[src/rtl/key_repeat_ctrl.sv]
// N-key pushbutton conditioner: synchronise, debounce and edge-detect each key,
// then produce move pulses on press plus delayed auto-repeat while held.
//
// Repeat FSM states (one per key):
//   state    | meaning
//   S_IDLE   | waiting for an accepted press edge while enabled
//   S_DELAY  | press pulsed; counting the initial delay before the first repeat
//   S_REPEAT | repeating; counting the interval between successive repeats
module key_repeat_ctrl #(
  parameter int                N_KEYS          = 4,
  parameter bit                ACTIVE_LOW      = 1'b1,
  parameter int                DEBOUNCE_CYCLES = 250000,
  parameter int                DAS_CYCLES      = 5000000,
  parameter int                ARR_CYCLES      = 1500000,
  parameter logic [N_KEYS-1:0] REPEAT_MASK     = 4'b1110
) (
  input  logic              CLOCK_50,
  input  logic              resetn,
  input  logic [N_KEYS-1:0] key_in,
  input  logic              enable,
  output logic [N_KEYS-1:0] held,
  output logic [N_KEYS-1:0] press_pulse,
  output logic [N_KEYS-1:0] release_pulse,
  output logic [N_KEYS-1:0] move_pulse
);

  localparam int DB_W   = $clog2(DEBOUNCE_CYCLES + 1);
  localparam int RP_MAX = (DAS_CYCLES > ARR_CYCLES) ? DAS_CYCLES : ARR_CYCLES;
  localparam int RP_W   = $clog2(RP_MAX + 1);

  localparam logic [DB_W-1:0] DB_LIMIT = DB_W'(DEBOUNCE_CYCLES);
  localparam logic [RP_W-1:0] DAS_LAST = RP_W'(DAS_CYCLES - 1);
  localparam logic [RP_W-1:0] ARR_LAST = RP_W'(ARR_CYCLES - 1);

  typedef enum logic [1:0] {
    S_IDLE   = 2'd0,
    S_DELAY  = 2'd1,
    S_REPEAT = 2'd2
  } state_t;

  for (genvar k = 0; k < N_KEYS; k++) begin : g_key
    localparam bit REP_EN = REPEAT_MASK[k];

    logic            raw_lvl;
    logic            sync1_q, sync2_q;
    logic            stable_q, stable_d;
    logic [DB_W-1:0] db_cnt_q, db_cnt_d;
    logic            held_q, press_q, release_q;
    logic            rise;

    state_t          state_q, state_d;
    logic [RP_W-1:0] rp_cnt_q, rp_cnt_d;
    logic            move_q, move_d;

    assign raw_lvl = ACTIVE_LOW ? ~key_in[k] : key_in[k];

    always_comb begin
      stable_d = stable_q;
      db_cnt_d = db_cnt_q;
      if (sync2_q == stable_q) begin
        db_cnt_d = '0;
      end else if (db_cnt_q == DB_LIMIT) begin
        stable_d = ~stable_q;
        db_cnt_d = '0;
      end else begin
        db_cnt_d = db_cnt_q + DB_W'(1);
      end
    end

    // held_q lags stable_q by one cycle, so it doubles as the edge-detect history
    assign rise = stable_q & ~held_q;

    always_ff @(posedge CLOCK_50 or negedge resetn) begin
      if (!resetn) begin
        sync1_q   <= 1'b0;
        sync2_q   <= 1'b0;
        stable_q  <= 1'b0;
        db_cnt_q  <= '0;
        held_q    <= 1'b0;
        press_q   <= 1'b0;
        release_q <= 1'b0;
      end else begin
        sync1_q   <= raw_lvl;
        sync2_q   <= sync1_q;
        stable_q  <= stable_d;
        db_cnt_q  <= db_cnt_d;
        held_q    <= stable_q;
        press_q   <= rise;
        release_q <= ~stable_q & held_q;
      end
    end

    always_comb begin
      state_d  = state_q;
      rp_cnt_d = rp_cnt_q;
      move_d   = 1'b0;
      case (state_q)
        S_IDLE: begin
          if (rise && enable) begin
            move_d = 1'b1;
            if (REP_EN) begin
              state_d  = S_DELAY;
              rp_cnt_d = '0;
            end
          end
        end
        S_DELAY: begin
          if (!stable_q || !enable) begin
            state_d  = S_IDLE;
            rp_cnt_d = '0;
          end else if (rp_cnt_q == DAS_LAST) begin
            move_d   = 1'b1;
            state_d  = S_REPEAT;
            rp_cnt_d = '0;
          end else begin
            rp_cnt_d = rp_cnt_q + RP_W'(1);
          end
        end
        S_REPEAT: begin
          // release/disable is checked first so it wins over a coincident repeat
          if (!stable_q || !enable) begin
            state_d  = S_IDLE;
            rp_cnt_d = '0;
          end else if (rp_cnt_q == ARR_LAST) begin
            move_d   = 1'b1;
            rp_cnt_d = '0;
          end else begin
            rp_cnt_d = rp_cnt_q + RP_W'(1);
          end
        end
        default: begin
          state_d  = S_IDLE;
          rp_cnt_d = '0;
        end
      endcase
    end

    always_ff @(posedge CLOCK_50 or negedge resetn) begin
      if (!resetn) begin
        state_q  <= S_IDLE;
        rp_cnt_q <= '0;
        move_q   <= 1'b0;
      end else begin
        state_q  <= state_d;
        rp_cnt_q <= rp_cnt_d;
        move_q   <= move_d;
      end
    end

    assign held[k]          = held_q;
    assign press_pulse[k]   = press_q;
    assign release_pulse[k] = release_q;
    // a pulse already registered is suppressed as soon as enable drops
    assign move_pulse[k]    = move_q & enable;
  end

endmodule

[config.mk]
export PLATFORM = sky130hd
export DESIGN_NAME = key_repeat_ctrl
export DESIGN_NICKNAME = d
export VERILOG_FILES = /design/src/rtl/key_repeat_ctrl.sv
export SDC_FILE = /design/constraint.sdc
export NUM_CORES = 1
export LEC_CHECK = 0
export ABC_AREA = 1
export BUFFER_PORTS_ARGS = -buffer_cell sky130_fd_sc_hd__buf_4
export CAP_MARGIN = 30
export CORE_ASPECT_RATIO = 1.1
export CORE_MARGIN = 2
export CORE_UTILIZATION = 40
export DETAILED_ROUTE_END_ITERATION = 7
export HOLD_SLACK_MARGIN = 0.06
export PLACE_DENSITY_LB_ADDON = 0.2
export SLEW_MARGIN = 20
export SYNTH_ARGS = -nofsm -noshare
export SYNTH_HDL_FRONTEND = slang
export SYNTH_SLANG_ARGS = --single-unit
[constraint.sdc]
create_clock -name CLOCK_50 -period 1.9 [get_ports CLOCK_50]
set_input_delay 0.19 -clock CLOCK_50 [delete_from_list [all_inputs] [get_ports CLOCK_50]]
set_output_delay 0.19 -clock CLOCK_50 [all_outputs]
set_load 0.005 [all_outputs]
==> flow_summary.json <==
{
  "status": "finished, final reports clean",
  "ys_types": 48,
  "placed_cell_area_mm2": 0.0105,
  "core-area_mm2": 0.0245,
  "critPathMaxStageDelay_ns": 0.42,
  "via_count": 8216,
  "drt-pass1-iter-count": 6,
  "cp.required_ns": 2.22,
  "fin_area_mm2": 0.0113,
  "antenna_found_initial": 0,
  "power_mw": 7.41,
  "clk_pin_slew_ns": 0.07,
  "dieArea_mm2": 0.0263,
  "synth_compound_area_share_pct": 5.71,
  "finalMaxSlewViolations": 0,
  "power_density_mw_per_mm2": 653,
  "clock.fmax_mhz": 541,
  "ys.flop_type": "dfrtp_1",
  "start_kind": "flip-flop",
  "hold_violations": 0,
  "syn_nets": 1328,
  "grt_pass1_wl_um": 36800,
  "antenna_left": 0,
  "regMostFlops": "g_key.db_cnt_q",
  "wl_met1_um": 9910,
  "yosysMostFrequentCell": "nor2_1",
  "post_drt_wl_per_cell_um": 12.6,
  "path_class": "reg -> reg",
  "synth_fa_ha_area_share_pct": 2.88,
  "crit_fanout": 10,
  "antenna_cells": 0,
  "synth_edf_count": 0,
  "synth_seq_area_share_pct": 43.8,
  "synth_area_leader_cell": "dfrtp_1",
  "synthMuxAreaShare_pct": 0.113,
  "cts-root-buf": "clkbuf_16",
  "via_per_inst": 4.94,
  "die_h_um": 170,
  "worstMarginPinSlew_ns": 0.431,
  "syn_to_final_growth_pct": 13.5,
  "fin_skew_ns": 0.0106,
  "row_count": 60,
  "critical_path_arrival_ns": 2.17,
  "avgSynthCellArea_um2": 7.70,
  "grt_max_degree": 54,
  "drc": 0,
  "cts_made_buffers": 17,
  "top_regs": "g_key.db_cnt_q x72, g_key.rp_cnt_q x69, g_key.state_q x6",
  "setup_violations": 0,
  "post-dp-hpwl_um": 15300,
  "grt_pass1_vias": 8111,
  "synth_top_family_by_area": "simple AND/OR/NAND/NOR gates",
  "critical-path-slowest-cell": "dfrtp_1",
  "place.gp.congestion": 0.861,
  "clkLatencyLatePin_ns": 0.43,
  "drive_gt1_share_pct": 10.7,
  "synth_top_area_share_pct": 43.8,
  "gr-total-overflow": 0,
  "die_w_um": 155,
  "routed_wl_um": 20900,
  "highest-signal-layer": "met4",
  "io_buffers": 22,
  "clock_sinks": 175,
  "end_kind": "flip-flop",
  "crit_family": "simple AND/OR/NAND/NOR gates",
  "ir_worst_vdd_mv": 0.353,
  "drv_cap": 0,
  "critPathBufInv": 1,
  "p_leak_nw": 5.22,
  "start_util_pct": 40.8,
  "synthesis.area_mm2": 0.00999,
  "first_iter_violations": 442,
  "io_pins": 23,
  "synth-simple-area-share_pct": 32.4,
  "synth-seq-cells": 175,
  "largest_reg_flops": 72,
  "relSlewSlack_pct": 71.3,
  "nNetsFinal": 1369,
  "ys_async_sr_fraction_pct": 100,
  "wl_met2_um": 10300,
  "cts_tree": "done",
  "rsz0062_at_grt": "true",
  "htreeDepth": 4,
  "synthTopCellsByCount": "238 x nor2_1, 229 x nand2_1, 181 x inv_1",
  "synth_xor_xnor_area_share_pct": 5.61,
  "holdCritPathClass": "in -> reg",
  "grt.total_usage_pct": 16.8,
  "max-clock-path-buffers": 2,
  "wl_met3_um": 474,
  "synth_warnings": 0,
  "min_period_ns": 1.85,
  "post-route-period-util_pct": 97.3,
  "cp_cell_sequence": "ha_4 -> nand2_4 -> nor2_4 -> nand2_2 -> nor2_2 -> nand3_2 -> nand2_2 -> nand2_4 -> a21oi_4 -> clkbuf_16 -> nor2_1",
  "yosys-top-cells-area": "dfrtp_1 44%, nor2_1 8.9%, nand2_1 8.6%",
  "synthCells": 1298
}
[final cells by class]
type                       count  area, um2
timing repair buffer          56        537
inverter                     186        703
sequential                   175       4380
tap                          310        388
multi-input combinational    903       4750
clock inverter                13        130
clock buffer                  19        453
fill                        2426      13100
[path summary, 6_finish.rpt]
path	startpoint	depth (start not counted)	slack (ns)	end
min reg2reg	g_key[2].sync1_q	0	0.35	g_key[2].sync2_q
max in group asynchronous	resetn	3	0.98	g_key[3].rp_cnt_q[19]
max reg2reg	g_key[1].rp_cnt_q[1]	11	0.05	g_key[1].rp_cnt_q[3]
max	g_key[1].rp_cnt_q[1]	11	0.05	g_key[1].rp_cnt_q[3]
min	enable	2	0.14	g_key[0].move_q
min in group asynchronous	resetn	2	0.27	g_key[1].rp_cnt_q[9]
[repair_timing]
item | in CTS | in global routing
gates resized for setup | 0 | 25
hold buffers | 5 | 0
setup endpoints to repair | 0 | 56
endpoints found under the hold margin | 49 | 0
setup buffers | 0 | 5
[per-layer routing]
metal	vias to the layer above	global-route usage, %
met5	-	0
met4	0	4.27
met3	19	3.04
met2	92	29.6
met1	3908	21.3
li1	4197	-
[through the flow]
stage	setup TNS (ns)	util [%]	std cells	setup WS [ns]	hold WS, ns
2_1_floorplan	0	-	1298	0.341	-0.106
6_report	0	46.3	1662	0.0515	0.142
5_1_grt	-0.923	46.3	1662	-0.0648	0.120
4_1_cts	0	45.6	1655	0.0933	0.123
3_3_place_gp	0	43.0	1618	0.135	0.175
3_5_place_dp	0	43.0	1618	0.114	0.179
[report_power, final]
part	switching, mW	internal (mW)	total (mW)
combinational	0.141	0.0700	0.211
clock	1.52	1.90	3.42
sequential	0.0283	3.75	3.78
total	1.69	5.72	7.41
[worst reg2reg max path: stages (launching register included)]
cell and delay (ns):
dfrtp_1 0.42, ha_4 0.19, nand2_4 0.05, nor2_4 0.12
nand2_2 0.07, nor2_2 0.12, nand3_2 0.08, nand2_2 0.10
nand2_4 0.06, a21oi_4 0.26, clkbuf_16 0.22, nor2_1 0.05
[logic make-up (layout without fill, tap and decap cells)]
kind of cell | after synthesis | count (layout)
and+or+nand+nor | 718 | 718
buffers and inverters | 220 | 274
DFF | 175 | 175
AOI/OAI and AO/OA | 97 | 97
xor gates and xnor gates | 64 | 64
adders and majority gates | 23 | 23
muxes | 1 | 1
[cell usage in the layout, fill, tap and decap left out, drive strengths merged, types with 2 or more instances in the layout]
cell type	count
nor2	250
nand2	243
inv	189
dfrtp	175
nand3	115
xor2	52
nor3	49
buf	48
a21oi	45
nand4	39
o21ai	29
ha	23
clkbuf	22
nor3b	12
xnor2	12
clkinv	7
o21a	6
dlygate4sd3	5
a211oi	3
nand3b	3
o21bai	3
o22ai	3
o211ai	2
or2	2
nor4	2
and3	2
a31oi	2
clkinvlp	2
No activity file was read; power rests on OpenSTA's default activity.
